<file path="src/rtl/mc_ctrl_pkg.sv">
// rtl/mc_ctrl_pkg.sv - control encodings, opcode/funct constants, state and class types
// Shared by the decoder, the FSM and the bench. No ports.
package mc_ctrl_pkg;

  localparam logic [1:0] EXTOP_ZERO = 2'b00;
  localparam logic [1:0] EXTOP_SIGN = 2'b01;
  localparam logic [1:0] EXTOP_HIGH = 2'b10;

  localparam logic [2:0] ALUOP_ADD   = 3'b000;
  localparam logic [2:0] ALUOP_SUB   = 3'b001;
  localparam logic [2:0] ALUOP_AND   = 3'b010;
  localparam logic [2:0] ALUOP_OR    = 3'b011;
  localparam logic [2:0] ALUOP_SLT   = 3'b100;
  localparam logic [2:0] ALUOP_PASSB = 3'b101;

  localparam logic [1:0] NPCOP_PLUS4  = 2'b00;
  localparam logic [1:0] NPCOP_BRANCH = 2'b01;
  localparam logic [1:0] NPCOP_JUMP   = 2'b10;
  localparam logic [1:0] NPCOP_JR     = 2'b11;

  localparam logic [1:0] GPRSEL_RD  = 2'b00;
  localparam logic [1:0] GPRSEL_RT  = 2'b01;
  localparam logic [1:0] GPRSEL_R31 = 2'b10;

  localparam logic [1:0] WDSEL_ALU = 2'b00;
  localparam logic [1:0] WDSEL_MEM = 2'b01;
  localparam logic [1:0] WDSEL_PC  = 2'b10;

  localparam logic [5:0] OP_RTYPE = 6'b000000;
  localparam logic [5:0] OP_ADDIU = 6'b001001;
  localparam logic [5:0] OP_ANDI  = 6'b001100;
  localparam logic [5:0] OP_ORI   = 6'b001101;
  localparam logic [5:0] OP_LUI   = 6'b001111;
  localparam logic [5:0] OP_SLTI  = 6'b001010;
  localparam logic [5:0] OP_LW    = 6'b100011;
  localparam logic [5:0] OP_SW    = 6'b101011;
  localparam logic [5:0] OP_BEQ   = 6'b000100;
  localparam logic [5:0] OP_BNE   = 6'b000101;
  localparam logic [5:0] OP_J     = 6'b000010;
  localparam logic [5:0] OP_JAL   = 6'b000011;

  localparam logic [5:0] FN_ADDU = 6'b100001;
  localparam logic [5:0] FN_SUBU = 6'b100011;
  localparam logic [5:0] FN_AND  = 6'b100100;
  localparam logic [5:0] FN_OR   = 6'b100101;
  localparam logic [5:0] FN_SLT  = 6'b101010;
  localparam logic [5:0] FN_JR   = 6'b001000;

  typedef enum logic [3:0] {
    S_FETCH = 4'd0,
    S_DCD   = 4'd1,
    S_EXE_R = 4'd2,
    S_EXE_I = 4'd3,
    S_MA    = 4'd4,
    S_MR    = 4'd5,
    S_MW    = 4'd6,
    S_WB    = 4'd7,
    S_BR    = 4'd8,
    S_JMP   = 4'd9
  } state_t;

  typedef enum logic [3:0] {
    CLS_ILL, CLS_RALU, CLS_JR, CLS_J, CLS_JAL,
    CLS_IALU, CLS_LW, CLS_SW, CLS_BEQ, CLS_BNE
  } cls_t;

endpackage

</file>
<file path="src/rtl/mc_ctrl_if.sv">
// rtl/mc_ctrl_if.sv - controller <-> datapath signal bundle
// master: controller side (reads IR fields and Zero, drives strobes/selects/state).
// slave:  datapath side (the mirror image).
interface mc_ctrl_if;
  logic [5:0] opcode;
  logic [5:0] funct;
  logic       Zero;
  logic       PCWr;
  logic       IRWr;
  logic       MemWr;
  logic       RFWr;
  logic       BSel;
  logic [1:0] EXTOp;
  logic [2:0] ALUOp;
  logic [1:0] NPCOp;
  logic [1:0] GPRSel;
  logic [1:0] WDSel;
  logic       illegal;
  logic [3:0] state;

  modport master (
    input  opcode, funct, Zero,
    output PCWr, IRWr, MemWr, RFWr, BSel, EXTOp, ALUOp, NPCOp,
           GPRSel, WDSel, illegal, state
  );

  modport slave (
    output opcode, funct, Zero,
    input  PCWr, IRWr, MemWr, RFWr, BSel, EXTOp, ALUOp, NPCOp,
           GPRSel, WDSel, illegal, state
  );
endinterface

</file>
<file path="src/rtl/mc_ctrl_dec.sv">
// rtl/mc_ctrl_dec.sv - combinational opcode/funct decode
// in:  opcode[5:0], funct[5:0]
// out: cls (instruction class), alu_op (ALUOp for EXE_R/EXE_I), ext_op (EXTOp for EXE_I)
module mc_ctrl_dec
  import mc_ctrl_pkg::*;
(
  input  logic [5:0] opcode,
  input  logic [5:0] funct,
  output cls_t       cls,
  output logic [2:0] alu_op,
  output logic [1:0] ext_op
);

  always_comb begin
    cls    = CLS_ILL;
    alu_op = ALUOP_ADD;
    ext_op = EXTOP_SIGN;
    case (opcode)
      OP_RTYPE: begin
        case (funct)
          FN_ADDU: begin cls = CLS_RALU; alu_op = ALUOP_ADD; end
          FN_SUBU: begin cls = CLS_RALU; alu_op = ALUOP_SUB; end
          FN_AND:  begin cls = CLS_RALU; alu_op = ALUOP_AND; end
          FN_OR:   begin cls = CLS_RALU; alu_op = ALUOP_OR;  end
          FN_SLT:  begin cls = CLS_RALU; alu_op = ALUOP_SLT; end
          FN_JR:   cls = CLS_JR;
          default: cls = CLS_ILL;
        endcase
      end
      OP_ADDIU: begin cls = CLS_IALU; alu_op = ALUOP_ADD;   ext_op = EXTOP_SIGN; end
      OP_ANDI:  begin cls = CLS_IALU; alu_op = ALUOP_AND;   ext_op = EXTOP_ZERO; end
      OP_ORI:   begin cls = CLS_IALU; alu_op = ALUOP_OR;    ext_op = EXTOP_ZERO; end
      OP_SLTI:  begin cls = CLS_IALU; alu_op = ALUOP_SLT;   ext_op = EXTOP_SIGN; end
      OP_LUI:   begin cls = CLS_IALU; alu_op = ALUOP_PASSB; ext_op = EXTOP_HIGH; end
      OP_LW:    cls = CLS_LW;
      OP_SW:    cls = CLS_SW;
      OP_BEQ:   cls = CLS_BEQ;
      OP_BNE:   cls = CLS_BNE;
      OP_J:     cls = CLS_J;
      OP_JAL:   cls = CLS_JAL;
      default:  cls = CLS_ILL;
    endcase
  end

endmodule

</file>
<file path="src/rtl/mc_ctrl.sv">
// rtl/mc_ctrl.sv - multicycle MIPS-subset main controller FSM
// in:  clk, rst_n (async, active low), bus.opcode/funct (IR fields), bus.Zero
// out: bus.PCWr/IRWr/MemWr/RFWr strobes, bus.BSel/EXTOp/ALUOp/NPCOp/GPRSel/WDSel
//      selects, bus.illegal (one-cycle pulse in DCD), bus.state (current state)
module mc_ctrl
  import mc_ctrl_pkg::*;
(
  input  logic   clk,
  input  logic   rst_n,
  mc_ctrl_if.master bus
);

  state_t     state_q, state_d;
  cls_t       cls;
  logic [2:0] dec_alu;
  logic [1:0] dec_ext;

  logic       pcwr, irwr, memwr, rfwr, bsel, ill;
  logic [1:0] extop, npcop, gprsel, wdsel;
  logic [2:0] aluop;

  mc_ctrl_dec u_dec (
    .opcode (bus.opcode),
    .funct  (bus.funct),
    .cls    (cls),
    .alu_op (dec_alu),
    .ext_op (dec_ext)
  );

  always_ff @(posedge clk or negedge rst_n) begin
    if (!rst_n) state_q <= S_FETCH;
    else        state_q <= state_d;
  end

  always_comb begin
    state_d = S_FETCH;
    pcwr    = 1'b0;
    irwr    = 1'b0;
    memwr   = 1'b0;
    rfwr    = 1'b0;
    bsel    = 1'b0;
    ill     = 1'b0;
    extop   = EXTOP_SIGN;
    aluop   = ALUOP_ADD;
    npcop   = NPCOP_PLUS4;
    gprsel  = GPRSEL_RD;
    wdsel   = WDSEL_ALU;
    case (state_q)
      S_FETCH: begin
        irwr    = 1'b1;
        pcwr    = 1'b1;
        state_d = S_DCD;
      end
      S_DCD: begin
        case (cls)
          CLS_RALU:                state_d = S_EXE_R;
          CLS_JR, CLS_J, CLS_JAL:  state_d = S_JMP;
          CLS_IALU:                state_d = S_EXE_I;
          CLS_LW, CLS_SW:          state_d = S_MA;
          CLS_BEQ, CLS_BNE:        state_d = S_BR;
          default: begin
            ill     = 1'b1;
            state_d = S_FETCH;
          end
        endcase
      end
      S_EXE_R: begin
        aluop   = dec_alu;
        state_d = S_WB;
      end
      S_EXE_I: begin
        bsel    = 1'b1;
        aluop   = dec_alu;
        extop   = dec_ext;
        state_d = S_WB;
      end
      S_MA: begin
        bsel    = 1'b1;
        state_d = (cls == CLS_SW) ? S_MW : S_MR;
      end
      S_MR: state_d = S_WB;
      S_MW: begin
        memwr   = 1'b1;
        state_d = S_FETCH;
      end
      S_WB: begin
        rfwr = 1'b1;
        if (cls == CLS_LW) begin
          gprsel = GPRSEL_RT;
          wdsel  = WDSEL_MEM;
        end else if (cls == CLS_IALU) begin
          gprsel = GPRSEL_RT;
        end
        state_d = S_FETCH;
      end
      S_BR: begin
        aluop   = ALUOP_SUB;
        npcop   = NPCOP_BRANCH;
        pcwr    = (cls == CLS_BNE) ? ~bus.Zero : bus.Zero;
        state_d = S_FETCH;
      end
      S_JMP: begin
        pcwr  = 1'b1;
        npcop = (cls == CLS_JR) ? NPCOP_JR : NPCOP_JUMP;
        if (cls == CLS_JAL) begin
          rfwr   = 1'b1;
          gprsel = GPRSEL_R31;
          wdsel  = WDSEL_PC;
        end
        state_d = S_FETCH;
      end
      default: state_d = S_FETCH;
    endcase
    // state already reads FETCH while reset is held; keep FETCH's strobes quiet.
    if (!rst_n) begin
      pcwr   = 1'b0;
      irwr   = 1'b0;
      memwr  = 1'b0;
      rfwr   = 1'b0;
      ill    = 1'b0;
      bsel   = 1'b0;
      extop  = 2'b00;
      aluop  = 3'b000;
      npcop  = 2'b00;
      gprsel = 2'b00;
      wdsel  = 2'b00;
    end
  end

  assign bus.PCWr    = pcwr;
  assign bus.IRWr    = irwr;
  assign bus.MemWr   = memwr;
  assign bus.RFWr    = rfwr;
  assign bus.BSel    = bsel;
  assign bus.EXTOp   = extop;
  assign bus.ALUOp   = aluop;
  assign bus.NPCOp   = npcop;
  assign bus.GPRSel  = gprsel;
  assign bus.WDSel   = wdsel;
  assign bus.illegal = ill;
  assign bus.state   = state_q;

endmodule

</file>
<file path="src/flat_wrapper.sv">
// flat-port wrapper written by rule: the top's interface ports become plain ports
module mc_ctrl_flat import mc_ctrl_pkg::*;
  (clk, rst_n, bus_opcode, bus_funct, bus_Zero, bus_PCWr, bus_IRWr, bus_MemWr, bus_RFWr, bus_BSel, bus_EXTOp, bus_ALUOp, bus_NPCOp, bus_GPRSel, bus_WDSel, bus_illegal, bus_state);
  mc_ctrl_if bus_i ();
  input  logic clk;
  input  logic rst_n;
  input wire logic [$bits(bus_i.opcode)-1:0] bus_opcode;
  input wire logic [$bits(bus_i.funct)-1:0] bus_funct;
  input wire logic [$bits(bus_i.Zero)-1:0] bus_Zero;
  output wire logic [$bits(bus_i.PCWr)-1:0] bus_PCWr;
  output wire logic [$bits(bus_i.IRWr)-1:0] bus_IRWr;
  output wire logic [$bits(bus_i.MemWr)-1:0] bus_MemWr;
  output wire logic [$bits(bus_i.RFWr)-1:0] bus_RFWr;
  output wire logic [$bits(bus_i.BSel)-1:0] bus_BSel;
  output wire logic [$bits(bus_i.EXTOp)-1:0] bus_EXTOp;
  output wire logic [$bits(bus_i.ALUOp)-1:0] bus_ALUOp;
  output wire logic [$bits(bus_i.NPCOp)-1:0] bus_NPCOp;
  output wire logic [$bits(bus_i.GPRSel)-1:0] bus_GPRSel;
  output wire logic [$bits(bus_i.WDSel)-1:0] bus_WDSel;
  output wire logic [$bits(bus_i.illegal)-1:0] bus_illegal;
  output wire logic [$bits(bus_i.state)-1:0] bus_state;
  assign bus_i.opcode = bus_opcode;
  assign bus_i.funct = bus_funct;
  assign bus_i.Zero = bus_Zero;
  assign bus_PCWr = bus_i.PCWr;
  assign bus_IRWr = bus_i.IRWr;
  assign bus_MemWr = bus_i.MemWr;
  assign bus_RFWr = bus_i.RFWr;
  assign bus_BSel = bus_i.BSel;
  assign bus_EXTOp = bus_i.EXTOp;
  assign bus_ALUOp = bus_i.ALUOp;
  assign bus_NPCOp = bus_i.NPCOp;
  assign bus_GPRSel = bus_i.GPRSel;
  assign bus_WDSel = bus_i.WDSel;
  assign bus_illegal = bus_i.illegal;
  assign bus_state = bus_i.state;
  mc_ctrl u_core (.clk(clk), .rst_n(rst_n), .bus(bus_i));
endmodule
</file>
<file path="config.mk">
export PLATFORM = sky130hd
export DESIGN_NAME = mc_ctrl_flat
export DESIGN_NICKNAME = d
export VERILOG_FILES = /design/src/rtl/mc_ctrl_pkg.sv /design/src/rtl/mc_ctrl_if.sv /design/src/rtl/mc_ctrl_dec.sv /design/src/rtl/mc_ctrl.sv /design/src/flat_wrapper.sv
export SDC_FILE = /design/constraint.sdc
export NUM_CORES = 1
export LEC_CHECK = 0
export BUFFER_PORTS_ARGS = -buffer_cell sky130_fd_sc_hd__buf_2
export CAP_MARGIN = 40
export CORE_ASPECT_RATIO = 1.2
export CORE_MARGIN = 10
export CORE_UTILIZATION = 51
export CTS_CLUSTER_DIAMETER = 60
export DETAILED_ROUTE_END_ITERATION = 6
export PLACE_DENSITY = 0.85
export SYNTH_ARGS = -nofsm -noshare
export SYNTH_HDL_FRONTEND = slang
export SYNTH_HIERARCHICAL = 1
export SYNTH_SLANG_ARGS = --single-unit
</file>
<file path="constraint.sdc">
create_clock -name clk -period 5.2 [get_ports clk]
set_input_delay 0.52 -clock clk [delete_from_list [all_inputs] [get_ports clk]]
set_output_delay 0.52 -clock clk [all_outputs]
set_load 0.01 [all_outputs]
</file>
# [Yosys cells after proc, flatten, opt, wreduce, memory -nomap -nowiden]
# Cells that the tools add are included.
[word_totals] regBits=4 input_bits=15 out_inout_bits=21 elab_cells=88
[op_classes] eq_ne=35 mux=38 bitwise=1 reduce_logical=13
[ops] cell="6-bit equality test, second input constant" count=7
[ops] cell="6-bit by 4-bit equality test with 1-bit output, second input constant" count=6
[ops] cell="4-bit by 3-bit equality test with 1-bit output, second input constant" count=8
[ops] cell="4-bit one-hot mux with 8 select lines" count=1
[ops] cell="2-bit one-hot mux with 2 select lines" count=5
[ops] cell="4-bit one-hot mux with 5 select lines" count=1
[ops] cell="4-bit by 2-bit equality test with 1-bit output, second input constant" count=4
[ops] cell="4-bit equality test, second input constant" count=4
[ops] cell="1-bit 2-to-1 mux" count=16
[ops] cell="2-bit 2-to-1 mux" count=8
[ops] cell="4-bit one-hot mux with 4 select lines" count=1
[ops] cell="3-bit one-hot mux with 5 select lines" count=1
[ops] cell="6-bit by 2-bit equality test with 1-bit output, second input constant" count=2
[ops] cell="6-bit by 3-bit equality test with 1-bit output, second input constant" count=2
[ops] cell="3-bit one-hot mux with 4 select lines" count=1
[ops] cell="2-bit OR reduction" count=6
[ops] cell="5-bit OR reduction" count=2
[ops] cell="9-bit OR reduction" count=1
[ops] cell="4-bit by 1-bit equality test with 1-bit output, second input constant" count=2
[ops] cell="6-bit logical NOT" count=1
[ops] cell="3-bit one-hot mux with 2 select lines" count=1
[ops] cell="3-bit OR reduction" count=2
[ops] cell="4-bit logical NOT" count=1
[ops] cell="1-bit one-hot mux with 2 select lines" count=2
[ops] cell="other kinds (2)" count=2

# [Depth between registers and ports, before layout]
[logic_depth] word_depth=9 mapped_depth=9 ltp_nobuf=7

# [Modules after synthesis]
# Netlist, hierarchy kept.
[by_module_without_submodules] module="mc_ctrl" n_inst=1 cells_per_inst=75 area_each_um2=541.8 seq_area_each_um2=100.1
[by_module_without_submodules] module="mc_ctrl_dec" n_inst=1 cells_per_inst=48 area_each_um2=297.8 seq_area_each_um2=0.0

# [Worst setup path after synthesis]
# OpenSTA, ideal clock, no wires.
[synth_timing] path_kind="input to output" from="in bus_opcode[5]" to="out bus_PCWr" arrival_time_ns=2.395 required_ns=4.680 setup_slack_ns=2.285 path_stages=8 path_buffers=1 path_cell_list="and2b_2 xnor2_1 a2bb2oi_1 nor2_1 clkbuf_1 and4bb_2 xnor2_1 a2111oi_0"
[synth_via] elab_chain_len=7 elab_cells_between_ends=18 classes_between="eq/ne: 12; mux: 4; reduce/logical: 2"
[synth_rtl] element="start: declaration" line="flat_wrapper.sv:7" text="input wire logic [$bits(bus_i.opcode)-1:0] bus_opcode;"
[synth_rtl] element="6-bit by 4-bit equality test with 1-bit output" line="mc_ctrl_dec.sv:18" text="case (opcode)"
[synth_rtl] element="5-bit OR reduction (no line)"
[synth_rtl] element="4-bit one-hot mux with 8 select lines (*)" line="mc_ctrl_dec.sv:18"
[synth_rtl] element="named net u_core.cls[2]" line="mc_ctrl.sv:14" text="cls_t cls;"
[synth_rtl] element="4-bit equality test (*)" line="mc_ctrl.sv:99" text="pcwr = (cls == CLS_BNE) ? ~bus.Zero : bus.Zero;"
[synth_rtl] element="1-bit 2-to-1 mux (*)" line="mc_ctrl.sv:99"
[synth_rtl] element="1-bit one-hot mux with 2 select lines (*)" line="mc_ctrl.sv:48" text="case (state_q)"
[synth_rtl] element="1-bit 2-to-1 mux (*)" line="mc_ctrl.sv:115" text="if (!rst_n) begin"
[synth_rtl] element="end: declaration" line="flat_wrapper.sv:10" text="output wire logic [$bits(bus_i.PCWr)-1:0] bus_PCWr;"
# The timed path passes the listed nets; every way through them passes the cells marked *.

# [Final worst setup path]
# Ends and elaborated chain as after synthesis.

==> results.toml <==
[min_path]
hp-class = "input pin to asynchronous set/reset pin"

[timing]
tightest_slew_ps = 560.2
hold_violations = 0
relSlewSlack_pct = 62.52
grt_setup_unrepaired = "no"
period_minus_slack_ps = 3233
clock.fmax_mhz = 309.3
setup_viol = 0
fin_crit_sh_pct = 62.18
clock_skew_ps = 5.224
setup_tns_ps = 0
fin_ws_ps = 1967
drv_slew = 0

[cells_and_area]
drive_gt1_share_pct = 30.72
nets = 170
n_antenna_cell = 0
syn_to_final_growth_pct = 22.50
largest_reg_flops = 4
postLayoutCoreUtil_pct = 64.22

[critical_path]
r2r_cells = 3
crit_arrival_ps = 2710
critPathMaxStageDelay_ps = 440
worstSetupEndpointType = "primary output"
critPathRequiredTime_ps = 4680
critPathTopFamily = "simple AND/OR/NAND/NOR gates"
critPathLaunchType = "input pin"
r2r_slack_ps = 3380
slowest_stage = "nor2_1"
worstPathCellList = "buf_2 > and2b_2 > xnor2_1 > a2bb2oi_1 > nor2_1 > and4bb_2 > xnor2_1 > a2111oi_0 > buf_2"
worstSetupPathType = "input pin to primary output"
crit_fanout = 10
crit_start = "bus_opcode[5]"
r2r_start = "u_core/bus.state[1]"
worst-path-buf-inv = 2
r2r_end = "u_core/bus.state[1]"

[clock_network]
clkTransAtPathRegs_ps = 40
postCtsHoldBufs = 0
clock_sinks = 4
clk_latency_ps = 250
numCtsBuffers = 3
cts_root_buf = "clkbuf_4"
postCtsSetupRepairBufs = 0
htreeDepth = 1
clk_path_buf_depth = 2
cts_resized = 0
cts_tree = "yes"

[synth]
synth_cell_type_count = 46
syn_inst = 123
ys_ff_latch = 4
synth.most_common_cell = "nor2_1"
syn_area_um2 = 839.6
synth_nets = 138
synth.area.top_cells = "dfrtp_1 12%, nor2_1 5.8%, a21oi_1 5.4%"
synth_edf_count = 0
synth-warning-count = 6
synth_async_sr_flop_share_pct = 100.0
synthTopCellsByCount = "13 x nor2_1, 9 x a21oi_1, 9 x nand2_1"
yosysSeqAreaShare_pct = 11.92
synth_top_area_share_pct = 11.92
synthFlopType = "dfrtp_1"
synth_top_area_cell = "dfrtp_1"
syn_avg_cell_area_um2 = 6.826

[route]
postRouteAntennaNets = 0
vias = 1016
post_drt_wl_per_cell_um = 14.64
drc = 0
first_iter_violations = 33
dr.pass1.iters = 4
vias_per_cell = 5.942
routed_wl_um = 2503

[grt]
grt_pass1_wl_um = 4243
grt_max_degree = 18
antenna_found_initial = 0
grt_pass1_vias = 988
gr-total-overflow = 0
grtUsageTotal_pct = 13.54

[die]
die_area_mm2 = 0.003676
rows = 16
die_x_um = 57.04
initial_utilization_pct = 52.42
die_h_um = 64.45
fp.coreArea_mm2 = 0.001602
ios = 36

[place]
pre_cts_slack_ps = 1995
portBuffers = 35
place_hpwl_um = 2011
place_congestion = 0.8541

[power_and_ir_drop]
power_density_mw_per_mm2 = 281.6
irDropWorstVdd_mv = 0.1157
leakage_nw = 0.4586

[flow_run]
max_cap_violations = 0

[run_status]
outcome = "completed"
==> cells by family after synthesis <==
logic type	count (synthesis)	synth area share [%]
buffers and inverters	11	5.515
XOR/XNOR	5	5.216
AO/OA/AOI/OAI	29	22.06
flip-flops	4	11.92
multiplexers	2	2.385
AND/OR/NAND/NOR	72	52.91
==> cells in the final DEF (no fill, tap or decap), types with 6 or more instances in the layout <==
master	synthesis	layout
a21oi_1	9	9
nor2b_1	6	6
buf_2	1	35
nand3_1	6	6
nor2_1	13	13
nand2b_1	7	7
nand2_1	9	9
nor3_1	6	6
o21ai_0	8	8
==> worst max path at each step <==
stage	endpoint	cells after the start
floorplan	bus_PCWr	8
global placement	bus_PCWr	9
CTS	bus_PCWr	9
finish	bus_PCWr	9
detailed placement	bus_PCWr	9
global route	bus_PCWr	9
==> layout make-up <==
type,instances,area (um^2)
fillers,163,573.1
inverters,2,7.507
multi-input cells,108,693.2
repair buffers,36,182.7
flip-flops and latches,4,100.1
well taps,18,22.52
clock buffers,3,22.52
==> per-stage QoR <==
stage	std cells	total power, W	hold slack [ps]	instance area (um^2)
2_1_floorplan	123	0.0001945	224.4	839.6
3_3_place_gp	168	0.0002438	373.8	1006
3_5_place_dp	168	0.0002484	381.2	1006
4_1_cts	171	0.0002915	119.1	1028
5_1_grt	171	0.0003175	129.8	1028
6_report	171	0.0002896	119.9	1028
==> worst reg2reg max path: cells and delay by family, from the launching register on <==
family           cells  cell delay [ps]
AND/OR/NAND/NOR      2             1110
flip-flops           1              520
AO/OA/AOI/OAI        1              110
==> where the power goes <==
group / internal, W / leakage (nW) / switching [W]
combinational: 0.0000773 / 0.396 / 0.0000860
sequential: 0.0000439 / 0.0489 / 0.0000418
clock: 0.0000259 / 0.0138 / 0.0000146
total: 0.000147 / 0.459 / 0.000142
==> routing by layer <==
metal / GRT usage, % / wire, um / up-vias
li1: - / - / 517
met1: 14.29 / 1018 / 459
met2: 22.69 / 1252 / 32
met3: 3.509 / 137 / 8
met4: 9.706 / 95 / 0
met5: 0 / 0 / -
No activity file was read; power rests on OpenSTA's default activity.
